`src/rtl/sensor_pkg.sv`:
```
// Shared types and constants for the sensor error monitor.
package sensor_pkg;

    localparam int NUM_SENSORS = 4;

    typedef enum logic [1:0] {
        IDLE         = 2'd0,
        QUALIFY      = 2'd1,
        ALARM        = 2'd2,
        WAIT_RELEASE = 2'd3
    } state_t;

endpackage

```
`src/rtl/sync_2ff.sv`:
```
// Generic two-stage synchronizer; all bits travel together so a bus stays aligned.
module sync_2ff #(
    parameter int WIDTH = 1
) (
    input  logic             clk,
    input  logic             rst,
    input  logic [WIDTH-1:0] d,
    output logic [WIDTH-1:0] q
);

    logic [WIDTH-1:0] meta_r;
    logic [WIDTH-1:0] sync_r;

    // Two back-to-back flop stages, cleared by synchronous reset.
    always_ff @(posedge clk) begin
        if (rst) begin
            meta_r <= {WIDTH{1'b0}};
            sync_r <= {WIDTH{1'b0}};
        end else begin
            meta_r <= d;
            sync_r <= meta_r;
        end
    end

    assign q = sync_r;

endmodule

```
`src/rtl/sensor_error_monitor.sv`:
```
// Synchronizes and debounces the sensor error flag, raises a latched alarm,
// snapshots the sensor bus on confirmation and counts confirmed events.
module sensor_error_monitor
    import sensor_pkg::*;
#(
    parameter int DEBOUNCE_CYCLES = 4,
    parameter int CNT_WIDTH       = 8
) (
    input  logic                   clk,
    input  logic                   rst,
    input  logic                   error_in,
    input  logic [NUM_SENSORS-1:0] sensors,
    input  logic                   clear,
    output logic                   alarm,
    output logic [NUM_SENSORS-1:0] alarm_sensors,
    output logic [CNT_WIDTH-1:0]   event_count,
    output logic                   busy
);

    localparam int DW = $clog2(DEBOUNCE_CYCLES) + 1;
    localparam logic [DW-1:0] CNT_LAST = DW'(DEBOUNCE_CYCLES - 1);
    localparam logic [DW-1:0] CNT_ONE  = DW'(1);
    localparam logic [CNT_WIDTH-1:0] EVT_MAX = {CNT_WIDTH{1'b1}};

    logic [NUM_SENSORS:0]   sync_in_s;
    logic [NUM_SENSORS:0]   sync_out_s;
    logic                   s_err_s;
    logic [NUM_SENSORS-1:0] s_sens_s;

    state_t                 state_r;
    logic [DW-1:0]          cnt_r;
    logic                   alarm_r;
    logic                   busy_r;
    logic [NUM_SENSORS-1:0] snap_r;
    logic [CNT_WIDTH-1:0]   evt_r;

    assign sync_in_s = {error_in, sensors};

    sync_2ff #(
        .WIDTH(NUM_SENSORS + 1)
    ) u_sync (
        .clk(clk),
        .rst(rst),
        .d  (sync_in_s),
        .q  (sync_out_s)
    );

    assign s_err_s  = sync_out_s[NUM_SENSORS];
    assign s_sens_s = sync_out_s[NUM_SENSORS-1:0];

    // Debounce FSM with registered alarm/busy, snapshot and saturating event counter.
    always_ff @(posedge clk) begin
        if (rst) begin
            state_r <= IDLE;
            cnt_r   <= {DW{1'b0}};
            alarm_r <= 1'b0;
            busy_r  <= 1'b0;
            snap_r  <= {NUM_SENSORS{1'b0}};
            evt_r   <= {CNT_WIDTH{1'b0}};
        end else begin
            case (state_r)
                IDLE: begin
                    alarm_r <= 1'b0;
                    if (s_err_s) begin
                        state_r <= QUALIFY;
                        cnt_r   <= CNT_ONE;
                        busy_r  <= 1'b1;
                    end else begin
                        cnt_r   <= {DW{1'b0}};
                        busy_r  <= 1'b0;
                    end
                end
                QUALIFY: begin
                    if (!s_err_s) begin
                        // Glitch shorter than the debounce window: drop silently.
                        state_r <= IDLE;
                        cnt_r   <= {DW{1'b0}};
                        busy_r  <= 1'b0;
                    end else if (cnt_r == CNT_LAST) begin
                        state_r <= ALARM;
                        cnt_r   <= {DW{1'b0}};
                        alarm_r <= 1'b1;
                        snap_r  <= s_sens_s;
                        if (evt_r != EVT_MAX) begin
                            evt_r <= evt_r + {{(CNT_WIDTH-1){1'b0}}, 1'b1};
                        end else begin
                            evt_r <= evt_r;
                        end
                    end else begin
                        cnt_r   <= cnt_r + CNT_ONE;
                    end
                end
                ALARM: begin
                    if (clear) begin
                        alarm_r <= 1'b0;
                        if (s_err_s) begin
                            // Fault still present: wait for it to go away before re-arming.
                            state_r <= WAIT_RELEASE;
                            busy_r  <= 1'b1;
                        end else begin
                            state_r <= IDLE;
                            busy_r  <= 1'b0;
                        end
                    end else begin
                        alarm_r <= 1'b1;
                    end
                end
                WAIT_RELEASE: begin
                    alarm_r <= 1'b0;
                    if (!s_err_s) begin
                        state_r <= IDLE;
                        busy_r  <= 1'b0;
                    end else begin
                        busy_r  <= 1'b1;
                    end
                end
                default: begin
                    state_r <= IDLE;
                    cnt_r   <= {DW{1'b0}};
                    alarm_r <= 1'b0;
                    busy_r  <= 1'b0;
                end
            endcase
        end
    end

    assign alarm         = alarm_r;
    assign busy          = busy_r;
    assign alarm_sensors = snap_r;
    assign event_count   = evt_r;

endmodule

```
`config.mk`:
```
export PLATFORM = sky130hd
export DESIGN_NAME = sensor_error_monitor
export DESIGN_NICKNAME = d
export VERILOG_FILES = /design/src/rtl/sensor_pkg.sv /design/src/rtl/sync_2ff.sv /design/src/rtl/sensor_error_monitor.sv
export SDC_FILE = /design/constraint.sdc
export NUM_CORES = 1
export LEC_CHECK = 0
export BUFFER_PORTS_ARGS = -buffer_cell sky130_fd_sc_hd__buf_4
export CAP_MARGIN = 20
export CELL_PAD_IN_SITES_DETAIL_PLACEMENT = 2
export CELL_PAD_IN_SITES_GLOBAL_PLACEMENT = 2
export CORE_MARGIN = 10
export CORE_UTILIZATION = 34
export CTS_BUF_LIST = sky130_fd_sc_hd__clkbuf_4 sky130_fd_sc_hd__clkbuf_8
export DETAILED_ROUTE_END_ITERATION = 6
export HOLD_SLACK_MARGIN = 0.15
export PLACE_DENSITY = 0.78
export SYNTH_ARGS = -nofsm -noshare
export SYNTH_HDL_FRONTEND = slang
export SYNTH_SLANG_ARGS = --single-unit
```
`constraint.sdc`:
```
create_clock -name clk -period 2 [get_ports clk]
set_input_delay 0.1 -clock clk [delete_from_list [all_inputs] [get_ports clk]]
set_output_delay 0.1 -clock clk [all_outputs]
set_load 0.02 [all_outputs]
```
==> flow_metrics.tcl <==
set metrics [dict create \
    grt_pass1_vias 1082 \
    hold_start "u_sync.meta_r[1]" \
    post_cts_buffers 0 \
    drt_iter0_markers 56 \
    slowest_stage "or4_1" \
    muxShareOfSynthArea 0.00880 \
    cp-start-kind "flip-flop" \
    period_share 0.899 \
    arrival_ns 2.04 \
    path_cells "ha_1, and4bb_2, nand4_2, or4_1, a21oi_1" \
    critPathMaxStageDelay_ns 0.48 \
    setup_tns_ns 0 \
    area_delta_synth_final_pct 27.4 \
    wl_microns 3120 \
    root_buffer "clkbuf_4" \
    setup_viol 0 \
    ctsLongestPathBuffers 2 \
    synth_cell_types 34 \
    cap_violations 0 \
    coreArea_sq_um 3130 \
    synth-main-ff-cell "dfxtp_1" \
    period_needed_ns 1.80 \
    synth_adder_area_share 0.0220 \
    cts.sinks 29 \
    grt_pass1_wl_microns 5400 \
    syn_nets 132 \
    synth-warning-count 0 \
    critPathKind "flip-flop to flip-flop" \
    seq_area_frac_synth 0.510 \
    ff2ff_setup_slack_ns 0.20 \
    clock_latency_ns 0.31 \
    drc 0 \
    synthTopCellsByArea "dfxtp_1 51%, nor2b_1 7.2%, a21oi_1 6.2%" \
    synth_top_family_by_area "simple AND/OR/NAND/NOR gates" \
    postSynthCellCount 122 \
    r2r_end "event_count[5]" \
    portBuffers 21 \
    synth-simple-area-share 0.274 \
    grt_max_degree 30 \
    max-vdd-ir-drop_v 0.000447 \
    routedWlPerCell_microns 16.0 \
    rsz0062_at_grt "false" \
    critPathMaxFanout 10 \
    io_pins 22 \
    end_kind "flip-flop" \
    vias 1003 \
    diodes 0 \
    overflow 0 \
    drive_gt1_frac 0.205 \
    p_per_area_nw_per_um2 690 \
    cts-htree-levels 2 \
    synth_edf_count 0 \
    hp-class "flip-flop to flip-flop" \
    start_util 0.364 \
    synth_xor_area_frac 0.00770 \
    antenna_found_initial 0 \
    drv_slew 0 \
    final_cell_mix "29 x dfxtp_1, 22 x buf_4, 14 x a21oi_1" \
    drtAntennaViolNets 0 \
    layout.nets 161 \
    r2r_start "cnt_r[0]" \
    final_common_cell "dfxtp_1" \
    fmax_mhz 556 \
    syn_area_per_cell_sq_um 9.32 \
    place_inst 181 \
    rows 20 \
    die_h_microns 77.8 \
    reg2reg_depth 5 \
    min_to "u_sync.q[1]" \
    ys_ff_latch 29 \
    yosysTopAreaCell "dfxtp_1" \
    worst_clock_skew_ns 0.00594 \
    synth_area_sq_um 1140 \
    slew_headroom 0.773 \
    via_per_inst 5.14 \
    die-width_microns 77.8 \
    cts_tree "built" \
    report.final.hold_viol_count 0 \
    async_flop_share 0 \
    crit_required_ns 2.24 \
    gp_congestion 0.667 \
    cts_buffers 5 \
    placedInstanceArea_sq_um 1320 \
    hold_depth 1 \
    firstDrtPassIters 4 \
    timing_worst_slew_pin_value_ns 0.339 \
    clkTransAtPathRegs_ns 0.08 \
    p_leak_nw 0.558 \
    synth_top_area_share 0.510 \
    track_usage 0.110 \
    hpwl_microns 2250 \
    final_area_sq_um 1450 \
    fin_cells 195 \
    synth_compound_gate_area_share 0.138 \
    status "finished, final reports clean" \
    die_area_sq_um 6060 \
]
routing by layer:
metal | GRT usage | part of all wire
met4 | 0.0383 | 0.0019
met1 | 0.137 | 0.46
met5 | 0 | 0
met2 | 0.170 | 0.49
met3 | 0.0380 | 0.048
logic make-up after synthesis:
family | count (synthesis)
AO/OA/AOI/OAI | 26
XOR/XNOR | 1
adder cells (fa/ha/maj) | 2
buffers and inverters | 9
flip-flops | 29
multiplexers | 1
AND/OR/NAND/NOR | 54
worst max-delay path by stage:
| stage | slack [ns] | depth (start not counted) | endpoint | from |
|---|---|---|---|---|
| 6_report | 0.20 | 5 | event_count[5] | cnt_r[0] |
| 5_1_grt | 0.06 | 5 | event_count[5] | cnt_r[0] |
| 4_1_cts | 0.09 | 5 | event_count[4] | cnt_r[0] |
| 3_5_place_dp | 0.11 | 5 | event_count[4] | cnt_r[0] |
| 3_3_place_gp | 0.20 | 5 | event_count[5] | cnt_r[0] |
| 2_1_floorplan | 0.39 | 6 | event_count[5] | cnt_r[0] |
area by class of cell:
class / count / area (sq um)
clock buffers: 7 / 58.8
fillers: 343 / 1680
inverters: 2 / 7.51
multi-input cells: 84 / 512
flip-flops and latches: 29 / 581
well taps: 44 / 55.1
repair buffers: 29 / 235
metrics by stage:
stage	setup WS (ns)	hold slack [ns]	util	total power (W)
3_5_place_dp	0.106	0.320	0.422	0.000643
5_1_grt	0.0571	0.462	0.463	0.00106
4_1_cts	0.0881	0.449	0.463	0.00101
2_1_floorplan	0.389	0.228	-	0.000625
6_report	0.201	0.445	0.463	0.00100
3_3_place_gp	0.201	0.310	0.422	0.000640
sequential cells by signal, indices dropped and copies added (netlist names):
| register | count |
|---|---|
| event_count | 8 |
| alarm | 1 |
| cnt_r | 3 |
| u_sync.meta_r | 5 |
| busy | 1 |
| u_sync.q | 5 |
| state_r | 2 |
| alarm_sensors | 4 |
synth_stat cells (all sizes together) (2+ instances only):
| library cell | number |
|---|---|
| buf | 2 |
| nand2 | 11 |
| nand3 | 9 |
| ha | 2 |
| clkbuf | 5 |
| o31ai | 3 |
| a21oi | 14 |
| nor3 | 2 |
| inv | 2 |
| and4 | 2 |
| a211oi | 3 |
| or3 | 2 |
| nand4 | 2 |
| nor2b | 13 |
| dfxtp | 29 |
| nor2 | 4 |
| o21ai | 2 |
power breakdown:
part           switching (W)  internal, W  leakage [nW]
registers         0.00000603     0.000588         0.236
logic              0.0000200    0.0000259         0.287
clock network       0.000181     0.000179        0.0348
critical path, delay by kind of cell (launching register included):
family / cells / cell delay, ns
AO/OA/AOI/OAI: 1 / 0.15
adder cells (fa/ha/maj): 1 / 0.20
flip-flops: 1 / 0.37
AND/OR/NAND/NOR: 3 / 1.02
what timing repair did:
item	CTS	global route
gates resized for setup	0	1
endpoints found under the hold margin	7	0
endpoints found under the setup margin	0	3
hold buffers	7	0
Note: power is estimated with default switching activity, not from simulation.
